$ cat config.mk
export PLATFORM = sky130hd
export DESIGN_NAME = pattern_tx
export DESIGN_NICKNAME = d
export VERILOG_FILES = /design/src/rtl/fsm_basics_pkg.sv /design/src/rtl/pattern_tx_cnt.sv /design/src/rtl/pattern_tx.sv
export SDC_FILE = /design/constraint.sdc
export NUM_CORES = 1
export LEC_CHECK = 0
export ABC_AREA = 1
export BUFFER_PORTS_ARGS = -buffer_cell sky130_fd_sc_hd__buf_2
export CAP_MARGIN = 20
export CORE_MARGIN = 5
export CORE_UTILIZATION = 25
export CTS_CLUSTER_SIZE = 10
export DETAILED_ROUTE_END_ITERATION = 16
export SLEW_MARGIN = 10
export SYNTH_ARGS = -nofsm -noshare
export SYNTH_HDL_FRONTEND = slang
export SYNTH_SLANG_ARGS = --single-unit
$ cat constraint.sdc
create_clock -name clk -period 1.95 [get_ports clk]
set_input_delay 0.2925 -clock clk [delete_from_list [all_inputs] [get_ports clk]]
set_output_delay 0.2925 -clock clk [all_outputs]
set_load 0.02 [all_outputs]
$ cat src/rtl/fsm_basics_pkg.sv
// fsm_basics_pkg: shared state codes and idle line level for the serial pattern transmitter
package fsm_basics_pkg;
    localparam logic [1:0] S_IDLE   = 2'd0;
    localparam logic [1:0] S_SHIFT  = 2'd1;
    localparam logic [1:0] S_PARITY = 2'd2;
    localparam logic [1:0] S_GAP    = 2'd3;
    localparam logic LINE_IDLE = 1'b0;
    typedef enum logic [1:0] {IDLE = S_IDLE, SHIFT = S_SHIFT, PARITY = S_PARITY, GAP = S_GAP} state_e;
endpackage

$ cat src/rtl/pattern_tx_cnt.sv
// pattern_tx_cnt: loadable down-counter with zero flag, stops at zero
module pattern_tx_cnt #(
    parameter int CNT_W = 4
) (
    input  logic             clk,
    input  logic             rst,
    input  logic             load,
    input  logic             en,
    input  logic [CNT_W-1:0] load_val,
    output logic             zero_o
);
    logic [CNT_W-1:0] cnt_q, cnt_d;
    always_comb cnt_d = load ? load_val : (en && cnt_q != '0) ? cnt_q - CNT_W'(1) : cnt_q;
    always_ff @(posedge clk) begin
        if (rst) cnt_q <= '0;
        else     cnt_q <= cnt_d;
    end
    assign zero_o = cnt_q == '0;
endmodule

$ cat src/rtl/pattern_tx.sv
// pattern_tx: MSB-first serial pattern transmitter with inter-frame gap; even parity bit when PATTERN_TX_PARITY_EN is defined
module pattern_tx
    import fsm_basics_pkg::*;
#(
    parameter int WIDTH      = 8,
    parameter int GAP_CYCLES = 2,
    parameter int CNT_W      = $clog2(WIDTH + GAP_CYCLES + 1)
) (
    input  logic             clk,
    input  logic             rst,
    input  logic [WIDTH-1:0] pat_i,
    input  logic             pat_valid_i,
    output logic             pat_ready_o,
    output logic             a_o,
    output logic             frame_o,
    output logic             busy_o,
    output logic             done_o
);
    localparam logic [CNT_W-1:0] SHIFT_LD = CNT_W'(WIDTH - 1);
    localparam logic [CNT_W-1:0] GAP_LD   = CNT_W'(GAP_CYCLES > 0 ? GAP_CYCLES - 1 : 0);
    localparam state_e POST = (GAP_CYCLES > 0) ? GAP : IDLE;
    state_e state_q, state_d;
    logic [WIDTH-1:0] sh_q, sh_d;
    logic a_q, a_d, frame_q, frame_d, ld, en, zero;
    logic [CNT_W-1:0] ld_val;
`ifdef PATTERN_TX_PARITY_EN
    logic par_q, par_d;
`endif
    pattern_tx_cnt #(.CNT_W(CNT_W)) u_cnt (
        .clk(clk), .rst(rst), .load(ld), .en(en), .load_val(ld_val), .zero_o(zero)
    );
    always_comb begin
        state_d = state_q;
        sh_d    = sh_q;
        a_d     = LINE_IDLE;
        frame_d = 1'b0;
        ld      = 1'b0;
        en      = 1'b0;
        ld_val  = SHIFT_LD;
`ifdef PATTERN_TX_PARITY_EN
        par_d   = par_q;
`endif
        case (state_q)
            IDLE: if (pat_valid_i && pat_ready_o) begin
                state_d = SHIFT;
                sh_d    = pat_i << 1;
                a_d     = pat_i[WIDTH-1];
                frame_d = 1'b1;
                ld      = 1'b1;
`ifdef PATTERN_TX_PARITY_EN
                par_d   = ^pat_i;
`endif
            end
            SHIFT: if (!zero) begin
                sh_d    = sh_q << 1;
                a_d     = sh_q[WIDTH-1];
                frame_d = 1'b1;
                en      = 1'b1;
            end else begin
`ifdef PATTERN_TX_PARITY_EN
                state_d = PARITY;
                a_d     = par_q;
                frame_d = 1'b1;
            end
            PARITY: begin
`endif
                state_d = POST;
                ld      = GAP_CYCLES > 0;
                ld_val  = GAP_LD;
            end
            GAP: if (zero) state_d = IDLE; else en = 1'b1;
            default: state_d = IDLE;
        endcase
    end
    always_ff @(posedge clk) begin
        if (rst) begin
            state_q <= IDLE;
            sh_q    <= '0;
            a_q     <= LINE_IDLE;
            frame_q <= 1'b0;
`ifdef PATTERN_TX_PARITY_EN
            par_q   <= 1'b0;
`endif
        end else begin
            state_q <= state_d;
            sh_q    <= sh_d;
            a_q     <= a_d;
            frame_q <= frame_d;
`ifdef PATTERN_TX_PARITY_EN
            par_q   <= par_d;
`endif
        end
    end
    assign pat_ready_o = state_q == IDLE && !rst;
    assign busy_o      = state_q != IDLE;
    assign a_o         = a_q;
    assign frame_o     = frame_q;
`ifdef PATTERN_TX_PARITY_EN
    assign done_o = (GAP_CYCLES > 0) ? (state_q == GAP && zero) : (state_q == PARITY);
`else
    assign done_o = (GAP_CYCLES > 0) ? (state_q == GAP && zero) : (state_q == SHIFT && zero);
`endif
endmodule
==> results.sh <==
export IMPL_status="complete, no violations"
export IMPL_netlist_top_cells_count="nand2_1, nor2_1, dfxtp_1"
export IMPL_grt_use_total_pct=8.81
export IMPL_p_per_area_nw_per_um2=852
export IMPL_syn_to_final_growth_pct=16.5
export IMPL_synthMuxAreaShare_pct=0
export IMPL_vdd_drop_max_v=0.000148
export IMPL_report_final_slew_viol_count=0
export IMPL_path_clk_slew_ns=0.10
export IMPL_diodes=0
export IMPL_vias=731
export IMPL_synth_top_area_share_pct=38.8
export IMPL_whs_ns=0.242
export IMPL_place_gp_congestion=0.855
export IMPL_dr_pass1_iters=4
export IMPL_criticalPathCategory="flop to primary output"
export IMPL_drc=0
export IMPL_cts_tree="done"
export IMPL_die_x_um=65.6
export IMPL_syn_inst=115
export IMPL_skew_ns=0.0124
export IMPL_clock_sinks=15
export IMPL_hold_class="primary input to flop"
export IMPL_finalSetupViolations=0
export IMPL_clk_latency_ns=0.28
export IMPL_yosys_area_share_xor_xnor_pct=1.13
export IMPL_synthFlopType="dfxtp_1"
export IMPL_min_to="sh_q[1]$_SDFFE_PP0P_"
export IMPL_ctsResizeCount=0
export IMPL_avgSynthCellArea_sq_um=6.72
export IMPL_yosys_area_share_adder_pct=1.62
export IMPL_grt_overflow=0
export IMPL_drt_total_wl_um=1640
export IMPL_pwr_share_clk_pct=23.1
export IMPL_cap_violations=0
export IMPL_antenna_found_initial=0
export IMPL_grt_pass1_wl_um=2900
export IMPL_cts_path_max_buffers=2
export IMPL_synth_compound_area_share_pct=10.8
export IMPL_ys_seq_elements=15
export IMPL_rows=20
export IMPL_timing_final_ws_setup_ns=0.277
export IMPL_holdPathStages=3
export IMPL_synth_edff_count=0
export IMPL_tightest_slew_ns=0.347
export IMPL_nFillCells=348
export IMPL_crit_fanout=5
export IMPL_timing_rr_end="u_cnt.cnt_q[2]$_SDFFE_PP0P_"
export IMPL_final_period_utilization_pct=85.8
export IMPL_drtIter0Drc=59
export IMPL_min_period_ns=1.67
export IMPL_synth_nets=127
export IMPL_viasPerCell=4.43
export IMPL_cp_end_kind="primary output"
export IMPL_dp_slack_ns=0.569
export IMPL_switchingPower_w=0.000263
export IMPL_die_h_um=65.6
export IMPL_synth_area_leaders="dfxtp_1, nand2_1, nor2_1"
export IMPL_wl_per_cell_um=9.96
export IMPL_final_net_count=145
export IMPL_yosysUniqueCellTypes=20
export IMPL_rsz0062_at_grt="no"
export IMPL_max_freq_ghz=0.598
export IMPL_hold_viol_final=0
export IMPL_cp_arrival_ns=1.38
export IMPL_ff2ff_path_depth=8
export IMPL_r2r_start="u_cnt.cnt_q[0]$_SDFFE_PP0P_"
export IMPL_cts_max_level=1
export IMPL_yosys_area_top_type="dfxtp_1"
export IMPL_synth_top_family_by_area="simple AND/OR/NAND/NOR gates"
export IMPL_dp_hpwl_um=1290
export IMPL_p_leak_nw=0.455
export IMPL_seqPwrFrac_pct=48.6
export IMPL_ys_seq_area_share_pct=38.8
export IMPL_cts_buffers=3
export IMPL_io_pins=16
export IMPL_p_comb_share_pct=28.3
export IMPL_io_buffer_count=15
export IMPL_root_buffer="clkbuf_4"
export IMPL_hp_start="pat_i[0]"
export IMPL_synth_simple_area_share_pct=37.9
export IMPL_ys_warn_count=0
export IMPL_start_kind="flop"
export IMPL_tns_ns=0
export IMPL_design_core_area_sq_um=3000
export IMPL_worst_r2r_setup_slack_ns=0.62
export IMPL_grt_pass1_vias=730
export IMPL_postRouteAntennaNets=0
export IMPL_relSlewSlack_pct=76.9
export IMPL_synth_cell_area_sq_um=773
export IMPL_layout_drive_gt1_share_pct=22.7
export IMPL_cp_required_ns=1.66
export IMPL_initial_utilization_pct=25.8
export IMPL_p_int_w=0.000505
export IMPL_synth_most_common_cell="nand2_1"
export IMPL_cts_setup_buffers=0
export IMPL_die_area_sq_um=4310
export IMPL_total_power_w=0.000768
export IMPL_grt_max_degree=10
export IMPL_switching_share_pct=34.2
export IMPL_synthArstFlopShare_pct=0
export IMPL_cts_hold_buf=0
critical path, stage by stage, from the launching register on:
cell and delay, ns:
dfxtp_1 0.37, inv_1 0.06, ha_1 0.23, nand2_2 0.13
inv_1 0.06, nand2_1 0.07, nor2_1 0.04, buf_2 0.15
through the flow:
step,utilization [%],cells,area (sq um)
3_3_place_gp,29.1,161,875
3_5_place_dp,29.1,161,875
6_report,30.0,165,901
2_1_floorplan,-,115,773
4_1_cts,30.0,165,901
5_1_grt,30.0,165,901
registers in the layout (all words and copies together) (netlist names):
register and flops:
a_o 1, frame_o 1, sh_q 7, state_q 2
u_cnt.cnt_q 4
logic make-up after synthesis:
group                      Yosys count
AOI/OAI and AO/OA                   15
xor gates and xnor gates             1
adders and majority gates            1
buffers and inverters               16
DFF                                 15
and+or+nand+nor                     67
power groups by stage:
| stage | Clock (W) | Combinational, W | Sequential [W] |
|---|---|---|---|
| after global routing | 0.000202 | 0.000250 | 0.000380 |
| after floorplan | 0 | 0.000175 | 0.000374 |
| after detailed placement | 0 | 0.000221 | 0.000380 |
| after global placement | 0 | 0.000214 | 0.000378 |
| after CTS | 0.000184 | 0.000222 | 0.000373 |
| final | 0.000177 | 0.000218 | 0.000373 |
cell type report:
type	instances	area, sq um	area share (%)
well taps	33	41.3	4.58
inverters	14	60.1	6.67
repair buffers	15	75.1	8.33
flip-flops and latches	15	300	33.3
clock buffers	4	26.3	2.92
multi-input cells	84	398	44.2
worst max-delay path by stage:
| stage | end | depth (start not counted) | from |
|---|---|---|---|
| after CTS | done_o | 7 | u_cnt.cnt_q[0]$_SDFFE_PP0P_ |
| after floorplan | done_o | 6 | u_cnt.cnt_q[0]$_SDFFE_PP0P_ |
| final | done_o | 7 | u_cnt.cnt_q[0]$_SDFFE_PP0P_ |
| after detailed placement | done_o | 7 | u_cnt.cnt_q[0]$_SDFFE_PP0P_ |
| after global placement | done_o | 7 | u_cnt.cnt_q[0]$_SDFFE_PP0P_ |
| after global routing | done_o | 7 | u_cnt.cnt_q[0]$_SDFFE_PP0P_ |
routing by layer:
| layer | up-vias | routed length, um | global-route usage, % |
|---|---|---|---|
| li1 | 392 | - | - |
| met1 | 326 | 721 | 9.18 |
| met2 | 11 | 824 | 15.3 |
| met3 | 2 | 68 | 2.56 |
| met4 | 0 | 29 | 5.70 |
| met5 | - | 0 | 0 |
cell usage in the layout, fill, tap and decap left out:
cell      netlist  layout
nand3_2         1       1
a21oi_1         6       6
o21a_1          1       1
nand2_1        33      33
inv_4           3       3
buf_2           0      15
inv_2           1       1
dfxtp_1        15      15
nor2_2          1       1
nand3_1         5       5
inv_1          10      10
clkbuf_4        0       3
nand2_4         2       2
nand2_2         3       3
xor2_1          1       1
nor2_1         20      20
o21bai_2        1       1
nor3_1          1       1
o21ai_0         7       7
nand4_1         1       1
clkbuf_1        0       1
ha_1            1       1
Note: power is estimated with default switching activity, not from simulation.
